$ cat config.mk
export PLATFORM = sky130hd
export DESIGN_NAME = adc_cb_write_arbiter
export DESIGN_NICKNAME = d
export VERILOG_FILES = /design/src/rtl/adc_cb_pkg.sv /design/src/rtl/adc_cb_write_arbiter_rr.sv /design/src/rtl/adc_cb_write_arbiter.sv
export SDC_FILE = /design/constraint.sdc
export NUM_CORES = 1
export LEC_CHECK = 0
export CAP_MARGIN = 10
export CORE_ASPECT_RATIO = 0.75
export CORE_MARGIN = 2
export CORE_UTILIZATION = 30
export DETAILED_ROUTE_END_ITERATION = 10
export PLACE_DENSITY = 0.6
export SLEW_MARGIN = 15
export SYNTH_ARGS = -nofsm -noshare
export SYNTH_HDL_FRONTEND = slang
export SYNTH_SLANG_ARGS = --single-unit
$ cat constraint.sdc
create_clock -name sysclk -period 9.1 [get_ports sysclk]
set_input_delay 1.365 -clock sysclk [delete_from_list [all_inputs] [get_ports sysclk]]
set_output_delay 1.365 -clock sysclk [all_outputs]
set_load 0.005 [all_outputs]
$ cat src/rtl/adc_cb_pkg.sv
// -----------------------------------------------------------------------------
// adc_cb_pkg
// Shared definitions for the ADC circular-buffer write arbiter.
//   acq_state_t  : acquisition sequencer states (IDLE, FILL, POST, DONE)
//   *_DEFAULT    : default channel count, sample width and bank address width
// -----------------------------------------------------------------------------
package adc_cb_pkg;

  typedef enum logic [1:0] {
    ST_IDLE = 2'b00,
    ST_FILL = 2'b01,
    ST_POST = 2'b10,
    ST_DONE = 2'b11
  } acq_state_t;

  localparam int NCH_DEFAULT = 4;
  localparam int DW_DEFAULT  = 12;
  localparam int AW_DEFAULT  = 8;

endpackage

$ cat src/rtl/adc_cb_write_arbiter_rr.sv
// -----------------------------------------------------------------------------
// rr_arbiter
// Round-robin arbiter: grants the first requester at or after the priority
// pointer; after a grant to channel i the pointer moves to (i+1) mod NCH.
//   clk       in   clock
//   srst      in   synchronous active-high reset (pointer back to channel 0)
//   req       in   NCH request bits
//   gnt       out  one-hot grant (combinational)
//   gnt_idx   out  index of the granted channel
//   gnt_valid out  a grant is issued this cycle
// -----------------------------------------------------------------------------
module rr_arbiter
  import adc_cb_pkg::*;
#(
  parameter int NCH = NCH_DEFAULT,
  parameter int CW  = $clog2(NCH)
) (
  input  logic           clk,
  input  logic           srst,
  input  logic [NCH-1:0] req,
  output logic [NCH-1:0] gnt,
  output logic [CW-1:0]  gnt_idx,
  output logic           gnt_valid
);

  logic [CW-1:0] prio_reg;
  logic [CW-1:0] cand;

  // Scan from the farthest offset down to offset 0 so the closest requester
  // to the priority pointer is the last (winning) assignment. NCH is a power
  // of two, so the CW-bit addition wraps modulo NCH for free.
  always_comb begin
    gnt_idx   = '0;
    gnt_valid = 1'b0;
    cand      = '0;
    for (int k = NCH - 1; k >= 0; k--) begin
      cand = prio_reg + CW'(k);
      if (req[cand]) begin
        gnt_idx   = cand;
        gnt_valid = 1'b1;
      end
    end
    gnt = gnt_valid ? (NCH'(1) << gnt_idx) : '0;
  end

  always_ff @(posedge clk) begin
    if (srst) begin
      prio_reg <= '0;
    end else if (gnt_valid) begin
      prio_reg <= gnt_idx + CW'(1);
    end
  end

endmodule

$ cat src/rtl/adc_cb_write_arbiter.sv
// -----------------------------------------------------------------------------
// adc_cb_write_arbiter
// Holds one sample per ADC channel, shares a single circular-buffer write port
// round-robin, keeps per-channel wrapping write pointers and sequences an
// acquisition (arm, pre-trigger fill, post-trigger count, done).
//   sysclk     in   clock
//   RESET      in   synchronous active-high reset
//   ARM        in   start acquisition (accepted in IDLE/DONE)
//   TRIGGER    in   trigger (accepted in FILL)
//   POSTCOUNT  in   post-trigger samples per channel, latched on trigger
//   SVALID     in   per-channel sample strobe
//   SDATA      in   channel i sample at [i*DW +: DW]
//   CBDATA     out  write data
//   CBADDRESS  out  write address within the channel bank
//   CBCHAN     out  write bank (channel)
//   WENABLE    out  write strobe, one cycle per write
//   BUSY       out  acquisition in FILL or POST
//   DONE       out  acquisition complete
//   TRIGADDR   out  per-channel address of the first post-trigger sample
//   OVERRUN    out  sticky per-channel sample-loss flag (cleared by ARM)
// -----------------------------------------------------------------------------
module adc_cb_write_arbiter
  import adc_cb_pkg::*;
#(
  parameter int NCH = NCH_DEFAULT,
  parameter int DW  = DW_DEFAULT,
  parameter int AW  = AW_DEFAULT,
  parameter int CW  = $clog2(NCH)
) (
  input  logic              sysclk,
  input  logic              RESET,
  input  logic              ARM,
  input  logic              TRIGGER,
  input  logic [AW-1:0]     POSTCOUNT,
  input  logic [NCH-1:0]    SVALID,
  input  logic [NCH*DW-1:0] SDATA,
  output logic [DW-1:0]     CBDATA,
  output logic [AW-1:0]     CBADDRESS,
  output logic [CW-1:0]     CBCHAN,
  output logic              WENABLE,
  output logic              BUSY,
  output logic              DONE,
  output logic [NCH*AW-1:0] TRIGADDR,
  output logic [NCH-1:0]    OVERRUN
);

  acq_state_t     state_reg, state_next;
  logic           arm_accept, trig_accept, post_complete, active;

  logic [NCH-1:0] pending_reg, overrun_reg;
  logic [DW-1:0]  hold_reg     [NCH];
  logic [AW-1:0]  ptr_reg      [NCH];
  logic [AW-1:0]  ptr_next     [NCH];
  logic [AW-1:0]  cnt_reg      [NCH];
  logic [AW-1:0]  trigaddr_reg [NCH];
  logic [AW-1:0]  postcount_reg;
  logic [DW-1:0]  sdata_ch     [NCH];

  logic [NCH-1:0] req, gnt;
  logic [CW-1:0]  gnt_idx;
  logic           gnt_valid;

  logic           wenable_reg, busy_reg, done_reg;
  logic [DW-1:0]  cbdata_reg;
  logic [AW-1:0]  cbaddr_reg;
  logic [CW-1:0]  cbchan_reg;

  assign active = (state_reg == ST_FILL) || (state_reg == ST_POST);

  genvar gi;
  generate
    for (gi = 0; gi < NCH; gi++) begin : g_ch
      assign sdata_ch[gi]              = SDATA[gi*DW +: DW];
      assign TRIGADDR[gi*AW +: AW]     = trigaddr_reg[gi];
      assign ptr_next[gi]              = ptr_reg[gi] + AW'(gnt[gi]);
      // A channel that has delivered its post-trigger quota stops requesting;
      // its held sample simply stays put.
      assign req[gi] = pending_reg[gi] &&
                       ((state_reg == ST_FILL) ||
                        ((state_reg == ST_POST) && (cnt_reg[gi] < postcount_reg)));
    end
  endgenerate

  rr_arbiter #(.NCH(NCH), .CW(CW)) u_rr (
    .clk       (sysclk),
    .srst      (RESET),
    .req       (req),
    .gnt       (gnt),
    .gnt_idx   (gnt_idx),
    .gnt_valid (gnt_valid)
  );

  // Sequencer next-state logic
  always_comb begin
    state_next    = state_reg;
    arm_accept    = 1'b0;
    trig_accept   = 1'b0;
    post_complete = 1'b1;
    for (int i = 0; i < NCH; i++) begin
      if (cnt_reg[i] != postcount_reg) post_complete = 1'b0;
    end
    case (state_reg)
      ST_IDLE, ST_DONE: begin
        if (ARM) begin
          state_next = ST_FILL;
          arm_accept = 1'b1;
        end
      end
      ST_FILL: begin
        if (TRIGGER) begin
          state_next  = ST_POST;
          trig_accept = 1'b1;
        end
      end
      ST_POST: begin
        if (post_complete) state_next = ST_DONE;
      end
      default: state_next = ST_IDLE;
    endcase
  end

  always_ff @(posedge sysclk) begin
    if (RESET) state_reg <= ST_IDLE;
    else       state_reg <= state_next;
  end

  // Datapath: holding registers, pointers, counters and registered outputs
  always_ff @(posedge sysclk) begin
    if (RESET) begin
      wenable_reg   <= 1'b0;
      cbdata_reg    <= '0;
      cbaddr_reg    <= '0;
      cbchan_reg    <= '0;
      busy_reg      <= 1'b0;
      done_reg      <= 1'b0;
      pending_reg   <= '0;
      overrun_reg   <= '0;
      postcount_reg <= '0;
      for (int i = 0; i < NCH; i++) begin
        hold_reg[i]     <= '0;
        ptr_reg[i]      <= '0;
        cnt_reg[i]      <= '0;
        trigaddr_reg[i] <= '0;
      end
    end else begin
      wenable_reg <= gnt_valid;
      if (gnt_valid) begin
        cbdata_reg <= hold_reg[gnt_idx];
        cbaddr_reg <= ptr_reg[gnt_idx];
        cbchan_reg <= gnt_idx;
      end
      busy_reg <= (state_next == ST_FILL) || (state_next == ST_POST);
      done_reg <= (state_next == ST_DONE);
      if (trig_accept) postcount_reg <= POSTCOUNT;

      for (int i = 0; i < NCH; i++) begin
        // A granted channel frees its slot this edge, so a new strobe can
        // refill it without loss.
        if (!active) begin
          pending_reg[i] <= 1'b0;
        end else if (SVALID[i] && (!pending_reg[i] || gnt[i])) begin
          hold_reg[i]    <= sdata_ch[i];
          pending_reg[i] <= 1'b1;
        end else if (SVALID[i]) begin
          overrun_reg[i] <= 1'b1;
        end else if (gnt[i]) begin
          pending_reg[i] <= 1'b0;
        end

        if (arm_accept) begin
          ptr_reg[i]      <= '0;
          cnt_reg[i]      <= '0;
          overrun_reg[i]  <= 1'b0;
          trigaddr_reg[i] <= '0;
        end else begin
          ptr_reg[i] <= ptr_next[i];
          // The write granted on the trigger edge is still pre-trigger: it
          // is not counted, and TRIGADDR points just past it.
          if (gnt[i] && (state_reg == ST_POST)) cnt_reg[i] <= cnt_reg[i] + AW'(1);
          if (trig_accept) trigaddr_reg[i] <= ptr_next[i];
        end
      end
    end
  end

  assign WENABLE   = wenable_reg;
  assign CBDATA    = cbdata_reg;
  assign CBADDRESS = cbaddr_reg;
  assign CBCHAN    = cbchan_reg;
  assign BUSY      = busy_reg;
  assign DONE      = done_reg;
  assign OVERRUN   = overrun_reg;

endmodule
==> results.py <==
metrics = {
    "setup_path": {
        "worstSetupStartpoint": "cnt_reg[3][5]$_SDFFCE_PN0P_",
        "setup.worst_path.end_class": "flip-flop",
        "critPathKind": "flip-flop to flip-flop",
        "critical_path_arrival_ns": 4.89,
        "slowest_stage": "edfxtp_1",
        "crit_chain": "ha_1 > a21oi_1 > o22ai_2 > a2111oi_4 > o221ai_4 > a221oi_4 > buf_4 > nand2_4 > inv_2 > ha_1 > inv_1 > nor2_1 > ha_1 > ha_1 > and3_1 > nand3_1 > xor2_1 > nor3_1",
        "crit_path_frequent_cell": "ha_1",
        "critPathLaunchType": "flip-flop",
        "critPathMaxStageDelay_ns": 0.47,
        "worstReg2RegStart": "cnt_reg[3][5]$_SDFFCE_PN0P_",
        "cp.required_ns": 9.26,
        "critPathMaxFanout": 41,
    },
    "clock_network": {
        "clkTransAtPathRegs_ns": 0.07,
        "cts_resized": 0,
        "cts_tree": "yes",
        "clkLatencyLatePin_ns": 0.43,
        "htreeDepth": 4,
        "ctsHoldBuffers": 0,
        "cts.sinks": 189,
        "cts_root_buf": "clkbuf_16",
        "cts_buffers": 17,
        "clock_path_buffers": 2,
        "cts_setup_buffers": 0,
    },
    "final_layout": {
        "largest_reg_flops": 48,
        "design_area_mm2": 0.0119,
        "final_core_utilization": 0.381,
        "diodes": 0,
        "syn2layout_area_growth_pct": 25.6,
        "layout.cells.non_filler": 1381,
        "layout_common_cells": "edfxtp_1, clkdlybuf4s50_1, nor2_1",
        "regArea_mm2": 0.00523,
        "multi_input_area_mm2": 0.00411,
        "fill_cells": 3061,
        "drive_gt1_frac": 0.0687,
        "nets": 1077,
        "final_common_cell": "edfxtp_1",
    },
    "global_routing": {
        "gr-usage-all-layers": 0.150,
        "grt_pass1_vias": 6583,
        "grt_max_degree": 54,
        "overflow": 0,
        "grt_first_pass_wirelength_mm": 37.8,
        "grt_antenna_before_repair": 0,
    },
    "place": {
        "io_buffers": 124,
        "gp_congestion": 0.853,
        "hpwl_mm": 17.7,
        "placed_area_mm2": 0.0112,
        "dp_slack_ns": 4.42,
        "place_inst": 1349,
    },
    "worst_hold_path": {
        "hold_class": "flip-flop to flip-flop",
        "min_from": "postcount_reg[7]$_SDFFE_PP0P_",
    },
    "floorplan": {
        "start_util": 0.304,
        "core-area_mm2": 0.0311,
        "io_pins": 125,
        "die-area_mm2": 0.0329,
        "fp-row-count": 56,
        "die_h_um": 158,
        "fp.dieW_um": 209,
    },
    "yosys": {
        "yosys_warnings": 0,
        "ys_ff_latch": 189,
        "ys_types": 51,
        "postSynthAreaPerCell_um2": 11.6,
        "synth_edf_count": 144,
        "synthArstFlopShare": 0,
        "syn_inst": 815,
        "seq_area_frac_synth": 0.553,
        "ys.flop_type": "edfxtp_1",
        "mappedNetlistArea_mm2": 0.00944,
    },
    "routing": {
        "drt_wl_total_mm": 23.5,
        "ant_nets": 0,
        "drt_pass1_iterations": 5,
        "drcViolationCount": 0,
        "wl_per_cell_um": 17.0,
        "vias_per_cell": 4.80,
        "dr_total_vias": 6634,
        "dr.first_iter.drc_count": 447,
    },
    "outcome": {
        "outcome": "complete, no violations",
    },
    "timing": {
        "rsz0062_at_grt": "false",
        "slew_viol_final": 0,
        "skew_ns": 0.00800,
        "fin_tns_setup_ns": 0,
        "tightestPinTransition_ns": 0.965,
        "setup_ws_ns": 4.37,
        "hold_slack_ns": 0.461,
        "period_share": 0.520,
        "timing.fmax_ghz": 0.211,
        "slew-limit-headroom": 0.355,
        "setup_violations": 0,
        "hold_violations": 0,
        "min_period_ns": 4.73,
    },
    "pwr": {
        "swShare": 0.307,
        "clkPwrFrac": 0.289,
        "p_comb_frac": 0.268,
        "ir_worst_vdd_v": 0.000118,
        "leakage_nw": 4.45,
        "seq_power_share": 0.444,
        "power-per-cell-area_mw_per_mm2": 235,
        "power_mw": 2.78,
        "power_switching_uw": 854,
        "p_int_mw": 1.93,
    },
    "run": {
        "maxCapViolations": 0,
    },
}
-- cell usage after synthesis, types with 2 or more instances --
library cell	n	share of area
nand4_1	12	0.0079
o211ai_2	2	0.0026
mux2_2	5	0.0060
a211o_1	3	0.0028
xnor2_1	17	0.016
nand3_1	31	0.016
o21ai_0	8	0.0042
a211oi_1	2	0.0016
nor2b_1	11	0.0073
and2_1	59	0.039
and4_1	4	0.0037
nor3_1	27	0.014
and3_1	46	0.030
nand2_1	49	0.019
mux2_1	7	0.0083
o21a_1	25	0.020
nor3_2	2	0.0021
nor4_1	2	0.0013
xor2_1	31	0.029
a221o_1	20	0.021
mux2_4	8	0.013
a21boi_0	25	0.020
inv_1	21	0.0083
clkbuf_1	28	0.011
dfxtp_1	45	0.095
buf_2	6	0.0032
nor2_1	74	0.029
inv_2	2	0.00080
edfxtp_1	144	0.46
a21oi_1	26	0.014
ha_1	51	0.068
o211ai_1	3	0.0024
-- critical path, delay by kind of cell (launching register included) --
kind	cells	cell delay, ns
AO/OA/AOI/OAI	5	1.18
XOR/XNOR	1	0.18
adder cells (fa/ha/maj)	4	1.07
buffers and inverters	3	0.85
flip-flops	1	0.47
AND/OR/NAND/NOR	5	0.65
-- final timing paths --
check             slack [ns]                                to  cells after the start
setup / recovery        4.37  trigaddr_reg[2][6]$_SDFFCE_PN0P_                     18
hold / removal          0.46     postcount_reg[7]$_SDFFE_PP0P_                      2
setup reg to reg        4.37  trigaddr_reg[2][6]$_SDFFCE_PN0P_                     18
hold reg to reg         0.46     postcount_reg[7]$_SDFFE_PP0P_                      2
-- kinds of logic after synthesis --
group	share of synthesized area
adders and majority gates	0.0676
AOI/OAI and AO/OA	0.106
DFF	0.553
buffers and inverters	0.0246
and+or+nand+nor	0.177
xor gates and xnor gates	0.0445
other	0.000397
muxes	0.0270
-- power by group through the flow --
stage	Sequential (mW)	Clock (mW)	Combinational (mW)
CTS	1.24	0.823	0.752
floorplan	1.22	0	0.448
finish	1.24	0.803	0.745
global placement	1.25	0	0.739
global route	1.26	0.854	0.829
detailed placement	1.26	0	0.747
-- layer usage --
metal  global-route usage  up-vias  wire, um  part of all wire
met5                    0        -         0                 0
met4               0.0310        0       191            0.0081
met3               0.0329       19      1320             0.056
met2                0.223      186     10100              0.43
met1                0.222     3186     11900              0.51
li1                     -     3243         -                 -
-- layout make-up --
type                            count  area share
Clock buffer                       20      0.0404
Tap cell                          406      0.0428
Clock inverter                     12      0.0132
Sequential cell                   189       0.440
Multi-Input combinational cell    599       0.346
Inverter                           23     0.00728
Timing Repair Buffer              132       0.110
Note: power is estimated with default switching activity, not from simulation.
==> patch 1, RTL diff (same flow settings) <==
Make the reset (`RESET` and `srst`) asynchronous in 3 clocked blocks. Comments in the files are not updated.
--- a/src/rtl/adc_cb_write_arbiter_rr.sv
+++ b/src/rtl/adc_cb_write_arbiter_rr.sv
@@ -43,7 +43,7 @@
     gnt = gnt_valid ? (NCH'(1) << gnt_idx) : '0;
   end
 
-  always_ff @(posedge clk) begin
+  always_ff @(posedge clk or posedge srst) begin
     if (srst) begin
       prio_reg <= '0;
     end else if (gnt_valid) begin
--- a/src/rtl/adc_cb_write_arbiter.sv
+++ b/src/rtl/adc_cb_write_arbiter.sv
@@ -119,13 +119,13 @@
     endcase
   end
 
-  always_ff @(posedge sysclk) begin
+  always_ff @(posedge sysclk or posedge RESET) begin
     if (RESET) state_reg <= ST_IDLE;
     else       state_reg <= state_next;
   end
 
   // Datapath: holding registers, pointers, counters and registered outputs
-  always_ff @(posedge sysclk) begin
+  always_ff @(posedge sysclk or posedge RESET) begin
     if (RESET) begin
       wenable_reg   <= 1'b0;
       cbdata_reg    <= '0;
Formal check against the unedited RTL: differs if RESET is asserted again (counterexample within 4 cycles, from zero or initial values and one cycle with RESET high); with RESET held inactive, the same outputs for 4 cycles.
==> patch 1 against the original RTL <==
Worst setup slack got worse by 0.20 ns. Design area fell by 1.9%. Critical path type unchanged. Synthesized area rose by 1.3%. Routed wire length rose by 10%. Sequential share of layout area fell by 3.4 points. Global-route usage rose by 1.1 points. Non-clock buffer count fell by 2. Sequential cell count did not move.
Power is not compared: it rests on default switching activity, and its combinational part moved more than twofold at a synthesized area within 25%.
==> patch 1: results (changes against the original RTL) <==
Vias/cell 5.01 (+4.3%); hpwl dp 18,400 um (+4.0%); Synth Area in XOR/XNOR 4.39% (-0.058 points); clk_skew 0.00831 ns (+0.000310 ns); Fill cells 3,060 (-0.033%); vias in the first global route 6,885 (+4.6%); RePlAce Congestion 0.842 (-1.2%); Cells after DPL 1,336 (-0.96%); R2R setup slack 4.17 ns (-0.20 ns); Adder-Cell Fraction of Synth Area 6.67% (-0.088 points); Final min period 4.93 ns (+0.204 ns); Hold Path Origin CBCHAN[1]; fin cells 1,367 (-1.0%); largest cells by area after synthesis dfrtp_1, ha_1, mux2_4; Largest stage delay, worst path 0.80 ns (+0.33 ns); Worst Reg-to-Reg Cells 13 (-5); outcome complete, no violations; layout cells sized above 1 12.7% (+5.8 points); ys async rst share 100% (+100 points); Avg Cell Area, Syn 11.3 um^2 (-2.0%); critical path fanouts, max 23 (-44%); routed len/inst 19.0 um (+11%); CP Launch Point state_reg[0]; Slowest-stage cell, CP a21oi_2; worst hold endpoint CBCHAN[1]; Synth Area in Compound Gates 11.6% (+1.0 points); Netlist cell types 66 (+29%); Synth top cells by count dfrtp_1, nor2_1, nand2_1
patch 1: changes by cell type in the layout (fill, tap and decap cells not counted), moves of 29 or more:
cell | unedited run | this run
mux2_4 | 8 | 40
and2_1 | 59 | 18
edfxtp_1 | 144 | 0
dfrtp_1 | 0 | 189
dfxtp_1 | 45 | 0
and3_1 | 46 | 17
conb_1 | 32 | 0
patch 1: metrics by stage:
stage          total power, mW  instance area [um^2]
2_1_floorplan             2.68                  9570
3_3_place_gp              3.16                 11100
3_5_place_dp              3.18                 11100
4_1_cts                   3.89                 11600
5_1_grt                   4.14                 11600
6_report                  3.88                 11600
patch 1: routing by layer:
metal  track usage, %  up-vias  routed length (um)
met5                0        -                   0
met4             4.90        0                 439
met3             3.61       26                1500
met2             22.1      192               10500
met1             24.6     3422               13500
li1                 -     3210                   -
patch 1: layout make-up:
cell class,count,share of cell area [%]
clock buffers,21,4.04
clock inverters,10,0.570
multi-input cells,583,38.3
repair buffers,130,11.0
flip-flops and latches,189,40.6
well taps,406,4.36
inverters,28,1.03
==> patch 2, RTL diff (same settings) <==
Without the edit above. Change the package constant `AW_DEFAULT` from 8 to 9.
--- a/src/rtl/adc_cb_pkg.sv
+++ b/src/rtl/adc_cb_pkg.sv
@@ -15,7 +15,7 @@
 
   localparam int NCH_DEFAULT = 4;
   localparam int DW_DEFAULT  = 12;
-  localparam int AW_DEFAULT  = 8;
+  localparam int AW_DEFAULT  = 9;
 
 endpackage
 
Ports: changed (resized CBADDRESS, POSTCOUNT and TRIGADDR); port bits go from 125 to 131. The function was not compared with the original's and may differ.
==> patch 2 against the original RTL <==
Design area rose by 7.4%. Synthesized cell count is 6.1% higher. Fmax is 0.30% lower. Sequential share of layout area rose by 0.12 points. Routed wire length increased by 13%. Synthesized area is 6.3% higher. Sequential cell count up 14. Final cell count up 7.5%. First-iteration DRC count up 34%. Worst setup slack worse by 0.014 ns.
Power is not compared: it rests on default switching activity, and its combinational part moved more than twofold at a synthesized area within 25%.
==> patch 2: results (changes against the original RTL) <==
# clk buffers 29 (+45%); critical path fanouts, max 46 (+12%); vias in the first global route 7,061 (+7.3%); H-Tree Depth 1 (-3); fin cells 1,485 (+7.5%); Sink Count 203 (+7.4%); Design Power about 2.5 mW; final wirelength 26,600 um (+13%); Final WS setup 4.36 ns (-0.0143 ns); Seq area share 44.2% (+0.12 points); Hold Path Origin postcount_reg[5]; RePlAce Congestion 0.872 (+2.3%); Util after Layout 39.0% (+0.86 points); Area after DPL 0.0119 mm^2 (+6.2%); Slowest-stage cell, CP buf_4; Top delay family on crit path simple AND/OR/NAND/NOR gates; number of synthesized flops with an enable pin 156 (+8.3%); CP Launch Point cnt_reg[2][6]; area occupied by multi-input gates 0.00428 mm^2 (+4.2%); largest cells by area after synthesis edfxtp_1, dfxtp_1, ha_1; Netlist cell types 51 (unchanged); register area share after synthesis 56.0% (+0.68 points); fin nets 1,147 (+6.5%); Leak about 4.6 nW; layout cells sized above 1 6.71% (-0.16 points); outcome complete, no violations; total number of tap cells 442 (+8.9%); 1st-iter DRT viols 598 (+34%); Vias/cell 4.80 (about the same); Signal buf overhead 10.8% (-0.14 points); multi-input gate count 637 (+6.3%); Adder-Cell Fraction of Synth Area 6.85% (+0.095 points); worst hold endpoint postcount_reg[5]; Fill cells 3,206 (+4.7%); Largest stage delay, worst path 0.62 ns (+0.15 ns); Clock Latency Late Sink 0.52 ns (+0.09 ns); Worst Reg-to-Reg Cells 16 (-2); CTS Buf Count 22 (+5); bufs w/o clock 141 (+6.8%); clk buf depth 3 (+1); invs w/o clock 22 (-4.3%); Synth top cells by count edfxtp_1, nor2_1, and2_1; Synth Area in Compound Gates 7.86% (-2.7 points); post-synthesis mux area share 3.49% (+0.79 points); worst-margin pin slew 1.08 ns (+0.116 ns); clk_skew 0.0174 ns (+0.00941 ns); arrival time at the worst endpoint 4.98 ns (+0.09 ns); first-pass GRT wire length 40,900 um (+8.2%); GR Util All Layers 15.0% (+0.047 points); Clock-cell share 6.41% (+1.0 points); largest net degree at the start of global routing 61 (+13%); Synth Area in XOR/XNOR 4.88% (+0.43 points); input/output buffers 130 (+4.8%); Startpoint Class register; Critical Path Sink trigaddr_reg[2][8]
patch 2: cell count changes in the layout (fill, tap and decap cells not counted), sizes merged, moves of 10 or more:
| cell | before | now |
|---|---|---|
| nand3b | 0 | 15 |
| edfxtp | 144 | 156 |
| a221o | 20 | 0 |
| mux2i | 0 | 35 |
| nor2 | 74 | 90 |
| o21a | 25 | 5 |
| a2111oi | 1 | 14 |
| nand4 | 12 | 22 |
| a21boi | 25 | 5 |
| and3 | 46 | 29 |
| mux2 | 20 | 0 |
| o221ai | 1 | 14 |
| xor2 | 31 | 43 |
patch 2: routing by layer:
layer / share of wire, % / vias to the layer above / track usage (%)
met5: 0 / - / 0
li1: - / 3451 / -
met4: 2.0 / 0 / 3.26
met2: 41 / 209 / 21.5
met1: 51 / 3439 / 22.9
met3: 6.2 / 32 / 3.38
